--- src/rtl/bcd2b_pkg.sv ---
// Shared types, widths and result resolution for the BCD-to-binary converter.
package bcd2b_pkg;

   localparam int unsigned OUT_W         = 8;
   localparam int unsigned BCD_W         = 12;
   localparam int unsigned ACC_W         = 10;
   localparam int unsigned DIG_W         = 4;
   localparam int unsigned BCD_DIGIT_MAX = 9;
   localparam int unsigned BIN_MAX       = 255;

   typedef enum logic [1:0] {
      IDLE   = 2'd0,
      CONV_T = 2'd1,
      CONV_L = 2'd2
   } state_t;

   typedef struct packed {
      logic [OUT_W-1:0] val;
      logic             err;
      logic             ovf;
   } chan_res_t;

   // Invalid digits win over overflow; overflow clamps or wraps depending on sat.
   function automatic chan_res_t resolve(input logic [ACC_W-1:0] acc,
                                         input logic             bad,
                                         input logic             sat);
      chan_res_t r;
      r.val = '0;
      r.err = 1'b0;
      r.ovf = 1'b0;
      if (bad) begin
         r.err = 1'b1;
      end else if (acc > ACC_W'(BIN_MAX)) begin
         r.ovf = 1'b1;
         r.val = sat ? OUT_W'(BIN_MAX) : acc[OUT_W-1:0];
      end else begin
         r.val = acc[OUT_W-1:0];
      end
      return r;
   endfunction

endpackage

--- src/rtl/bcd2b_step.sv ---
// One decimal multiply-accumulate step: acc*10 + digit, with a bad-digit flag.
module bcd2b_step
   import bcd2b_pkg::*;
(
   input  logic [ACC_W-1:0] acc,
   input  logic [DIG_W-1:0] digit,
   output logic [ACC_W-1:0] acc_next,
   output logic             digit_bad
);

   assign acc_next  = (acc << 3) + (acc << 1) + ACC_W'(digit);
   assign digit_bad = (digit > DIG_W'(BCD_DIGIT_MAX));

endmodule

--- src/rtl/bcd2b.sv ---
// Iterative two-channel packed-BCD to binary converter, one digit per clock,
// T channel first then L, with start/busy/done handshake.
module bcd2b
   import bcd2b_pkg::*;
#(
   parameter bit SAT = 1'b1
) (
   input  logic               clk,
   input  logic               rst,
   input  logic               start,
   input  logic [BCD_W-1:0]   DT,
   input  logic [BCD_W-1:0]   DL,
   output logic [OUT_W-1:0]   T,
   output logic [OUT_W-1:0]   L,
   output logic               busy,
   output logic               done,
   output logic [1:0]         err,
   output logic [1:0]         ovf
);

   state_t             state;
   logic [1:0]         idx;
   logic [BCD_W-1:0]   dt_q;
   logic [BCD_W-1:0]   dl_q;
   logic [ACC_W-1:0]   acc;
   logic               bad;
   chan_res_t          t_hold;

   logic [BCD_W-1:0]   src;
   logic [DIG_W-1:0]   digit;
   logic [ACC_W-1:0]   acc_next;
   logic               digit_bad;
   logic               bad_fin;
   chan_res_t          res;

   // Current digit of the channel being converted, hundreds first.
   always_comb begin
      src   = (state == CONV_L) ? dl_q : dt_q;
      digit = src[3:0];
      case (idx)
         2'd2:    digit = src[11:8];
         2'd1:    digit = src[7:4];
         default: digit = src[3:0];
      endcase
   end

   bcd2b_step u_step (
      .acc       (acc),
      .digit     (digit),
      .acc_next  (acc_next),
      .digit_bad (digit_bad)
   );

   assign bad_fin = bad | digit_bad;
   assign res     = resolve(acc_next, bad_fin, SAT);

   always_ff @(posedge clk or posedge rst) begin
      if (rst) begin
         state  <= IDLE;
         idx    <= 2'd0;
         dt_q   <= '0;
         dl_q   <= '0;
         acc    <= '0;
         bad    <= 1'b0;
         t_hold <= '0;
         T      <= '0;
         L      <= '0;
         err    <= 2'b00;
         ovf    <= 2'b00;
         busy   <= 1'b0;
         done   <= 1'b0;
      end else begin
         done <= 1'b0;
         case (state)
            IDLE: begin
               if (start) begin
                  dt_q  <= DT;
                  dl_q  <= DL;
                  acc   <= '0;
                  bad   <= 1'b0;
                  idx   <= 2'd2;
                  busy  <= 1'b1;
                  state <= CONV_T;
               end
            end
            CONV_T: begin
               if (idx == 2'd0) begin
                  t_hold <= res;
                  acc    <= '0;
                  bad    <= 1'b0;
                  idx    <= 2'd2;
                  state  <= CONV_L;
               end else begin
                  acc <= acc_next;
                  bad <= bad_fin;
                  idx <= 2'(idx - 2'd1);
               end
            end
            CONV_L: begin
               // Last L digit: publish both channels at once.
               if (idx == 2'd0) begin
                  T     <= t_hold.val;
                  L     <= res.val;
                  err   <= {res.err, t_hold.err};
                  ovf   <= {res.ovf, t_hold.ovf};
                  done  <= 1'b1;
                  busy  <= 1'b0;
                  acc   <= '0;
                  bad   <= 1'b0;
                  state <= IDLE;
               end else begin
                  acc <= acc_next;
                  bad <= bad_fin;
                  idx <= 2'(idx - 2'd1);
               end
            end
            default: state <= IDLE;
         endcase
      end
   end

endmodule

--- config.mk ---
export PLATFORM = sky130hd
export DESIGN_NAME = bcd2b
export DESIGN_NICKNAME = d
export VERILOG_FILES = /design/src/rtl/bcd2b_pkg.sv /design/src/rtl/bcd2b_step.sv /design/src/rtl/bcd2b.sv
export SDC_FILE = /design/constraint.sdc
export NUM_CORES = 1
export LEC_CHECK = 0
export CORE_ASPECT_RATIO = 0.5
export CORE_MARGIN = 4
export CORE_UTILIZATION = 47
export CTS_CLUSTER_DIAMETER = 60
export DETAILED_ROUTE_END_ITERATION = 10
export PLACE_DENSITY = 0.7
export SETUP_SLACK_MARGIN = 0.1
export SLEW_MARGIN = 20
export SYNTH_ARGS = -nofsm -noshare
export SYNTH_HDL_FRONTEND = slang
export SYNTH_SLANG_ARGS = --single-unit
--- constraint.sdc ---
create_clock -name clk -period 5.1 [get_ports clk]
set_input_delay 0.765 -clock clk [delete_from_list [all_inputs] [get_ports clk]]
set_output_delay 0.765 -clock clk [all_outputs]
set_load 0.05 [all_outputs]
==> results.cfg <==
[power_and_ir_drop]
internal-power_mw = 1.92
share_of_total_power_in_combinational_logic = 0.499
worst_ir_drop_on_vdd_v = 0.000292
leakagePower_nw = 2.03
total_switching_power_mw = 1.35
p_sw_frac = 0.413
clk_network_pwr_share = 0.212
seq_power_share = 0.289
power_density_of_the_placed_cells_nw_per_um2 = 746

[timing]
timing.final.max_slew_violations = 0
setup_viol = 0
finalSetupTns_ns = 0
period_share = 0.845
final_report_hold_violation_count = 0
final.setup_skew_ns = 0.00623
maxClockFrequency_mhz = 232
setup_repair_after_global_routing_missed_its_margin = no
tightestPinTransition_ns = 0.994
max-slew-margin-rel = 0.335
layout_min_cycle_time_ns = 4.31

[logic_synthesis]
postSynthAreaPerCell_um2 = 11.6
postSynth.topFlopCell = sky130_fd_sc_hd__dfrtp_1
post-synth-top-area-cell = sky130_fd_sc_hd__dfrtp_1
synth_mux_area_frac = 0.128
yosys.area.top_type_share = 0.503
yosys_register_bits = 70
synth.yosys.warnings = 0
synth_simple_gate_area_share = 0.0819
yosysSeqAreaShare = 0.503
synth_edf_count = 0
mappedNetlistNets = 351
synth_cell_type_count = 43
combinational_family_with_the_most_area_after_synthesis = compound AO/OA/AOI/OAI gates
ys_top_cells_by_count = 70 x sky130_fd_sc_hd__dfrtp_1, 41 x sky130_fd_sc_hd__nand2_1, 37 x sky130_fd_sc_hd__mux2_2
syn-instance-count = 300
synth_compound_gate_area_share = 0.149
synth_adder_area_share = 0.0905
netlist_top_cells_area = sky130_fd_sc_hd__dfrtp_1 50%, sky130_fd_sc_hd__mux2_2 12%, sky130_fd_sc_hd__ha_1 7.9%, sky130_fd_sc_hd__nand2_1 4.4%, sky130_fd_sc_hd__a22oi_1 3.9%
synth_area_um2 = 3480
synth-async-reset-ratio = 1.00
xor_xnor_share_of_the_synthesized_area = 0.0151
cell_with_the_most_instances_after_synthesis = sky130_fd_sc_hd__dfrtp_1

[placement]
gp_congestion = 0.953
portBuffers = 48
detailed_place_hpwl_um = 5130

[run_status]
status = completed

[final_layout]
flow.area_growth_from_synthesis_pct = 25.9
insertedDiodeCount = 0
layout.core_utilization = 0.632
finalNetCount = 405
post_route_cells_drive_above_1_share = 0.184

[floorplanning]
die_area_um2 = 8930
dieWidth_um = 130
floorplan.core_area_um2 = 6940
initial_utilization = 0.502
row_count = 21
boundaryPins = 49
die_h_um = 68.9

[clock_network]
clock-root-buffer = sky130_fd_sc_hd__clkbuf_16
cts_post_setup_buffers_inserted = 0
cts.sink_count = 70
max-clock-path-buffers = 2
ctsHtreeMaxLevel = 3
cts_hold_buffers = 0
number_of_instances_resized_during_post_cts_repair = 0
clock_latency_ns = 0.34
cts_inserted_buffers = 9
cts_tree = done
worst_setup_hold_path_clk_slew_ns = 0.05

[worst_hold_path]
worst_hold_startpoint = L[7]$_DFFE_PP0P_
hold_path_class = register to register
holdPathStages = 2
timing.hold.worst_endpoint = L[7]$_DFFE_PP0P_

[detailed_routing]
detail-route-antenna-nets = 0
wire_per_inst_um = 15.8
mean_number_of_vias_per_cell = 5.42
vias = 2445
initialDrtViolationCount = 146
detail_route.first_pass.iterations = 4
wl_um = 7110
post-route-drc-count = 0

[global_route]
initial_antenna_violation_count = 0
grt.total_usage = 0.185
maximum_number_of_pins_on_one_net_before_global_route_repair = 71
first_global_vias = 2632
first_pass_grt_wire_length_um = 12600
remaining_global_route_overflow = 0

[critical_path]
critical_path.max_stage_delay_ns = 0.50
slowest_stage = sky130_fd_sc_hd__fa_1
critical_path.reg2reg.startpoint = state[0]$_DFFE_PP0P_
timing_worst_setup_path_type = register to register
required_ns = 5.29
worstRegToRegCells = 14
setup.reg_to_reg.worst_slack_ns = 0.79
end_kind = register
worstPathCellList = inv_1 -> ha_1 -> buf_4 -> mux2_2 -> a22oi_1 -> a21o_2 -> inv_1 -> fa_1 -> fa_1 -> a211oi_1 -> or4b_1 -> o2111ai_2 -> a211oi_4 -> a22oi_1
worst-path-max-fanout = 10
worst_r2r_endpoint = t_hold[5]$_DFFE_PP0P_
setup.worst_path.start_class = register
critPathArrivalTime_ns = 4.50

[run]
max_cap_violations = 0
## power groups by stage
| stage | Sequential, mW | Combinational, mW | Clock (mW) |
|---|---|---|---|
| after floorplan | 1.15 | 0.987 | 0 |
| after global placement | 0.948 | 1.58 | 0 |
| after detailed placement | 0.954 | 1.63 | 0 |
| after CTS | 0.947 | 1.64 | 0.712 |
| after global routing | 0.978 | 1.81 | 0.731 |
| final | 0.945 | 1.63 | 0.694 |
## worst max path at each step
stage	start	endpoint
global placement	state[0]$_DFFE_PP0P_	t_hold[7]$_DFFE_PP0P_
detailed placement	state[0]$_DFFE_PP0P_	t_hold[6]$_DFFE_PP0P_
floorplan	state[0]$_DFFE_PP0P_	L[0]$_DFFE_PP0P_
CTS	state[0]$_DFFE_PP0P_	t_hold[6]$_DFFE_PP0P_
global route	state[0]$_DFFE_PP0P_	L[5]$_DFFE_PP0P_
finish	state[0]$_DFFE_PP0P_	t_hold[5]$_DFFE_PP0P_
## kinds of logic after synthesis
logic type / after synthesis
mux: 40
fa+ha+maj: 24
simple gates: 63
xor+xnor: 6
buf+inv: 25
flops: 70
compound gates: 72
## stage by stage
step           cells  power, mW  instance area, um2  setup slack, ns  hold slack (ns)
2_1_floorplan    300       2.13                3480             1.40            0.446
3_3_place_gp     435       2.52                4050            0.975            0.465
4_1_cts          451       3.30                4380            0.803            0.490
6_report         451       3.27                4380            0.790            0.486
3_5_place_dp     435       2.58                4050            0.818            0.478
5_1_grt          451       3.52                4380            0.449            0.514
## critical path: cells and delay by family, from the launching register on
family | cells | cell delay (ns)
buf+inv | 3 | 0.41
mux | 1 | 0.35
fa+ha+maj | 3 | 1.31
simple gates | 1 | 0.18
compound gates | 6 | 1.52
flops | 1 | 0.40
## sequential cells by signal (all words and copies together), names as in the netlist
name / count
idx: 2
state: 2
acc: 9
done: 1
L: 8
ovf: 2
busy: 1
dt_q: 12
t_hold: 10
T: 8
err: 2
dl_q: 12
bad: 1
## per-layer routing
metal | track usage | wire [um] | vias to the layer above
li1 | - | - | 1176
met1 | 0.236 | 3370 | 1211
met2 | 0.305 | 3290 | 47
met3 | 0.0492 | 328 | 11
met4 | 0.0777 | 124 | 0
met5 | 0 | 0 | -
## area by class of cell
type / instances / area, um2
clock inverters: 3 / 65.1
fillers: 570 / 2550
flip-flops and latches: 70 / 1750
clock buffers: 13 / 270
multi-input cells: 205 / 1620
repair buffers: 50 / 495
well taps: 92 / 115
inverters: 18 / 67.6
## layout by cell type, fill, tap and decap left out, types with 3 or more instances in the layout
master / instances
sky130_fd_sc_hd__a211oi_1: 3
sky130_fd_sc_hd__a21o_2: 3
sky130_fd_sc_hd__a21oi_1: 9
sky130_fd_sc_hd__a22oi_1: 18
sky130_fd_sc_hd__and2_1: 3
sky130_fd_sc_hd__clkbuf_16: 9
sky130_fd_sc_hd__clkbuf_8: 3
sky130_fd_sc_hd__clkdlybuf4s50_1: 48
sky130_fd_sc_hd__dfrtp_1: 70
sky130_fd_sc_hd__ha_1: 22
sky130_fd_sc_hd__inv_1: 16
sky130_fd_sc_hd__mux2_2: 37
sky130_fd_sc_hd__mux2i_1: 3
sky130_fd_sc_hd__nand2_1: 41
sky130_fd_sc_hd__nand3_1: 4
sky130_fd_sc_hd__nor2_1: 5
sky130_fd_sc_hd__o21a_1: 3
sky130_fd_sc_hd__o21ai_0: 18
sky130_fd_sc_hd__o31ai_1: 3
sky130_fd_sc_hd__xnor2_1: 4
Note: power is estimated with default switching activity, not from simulation.
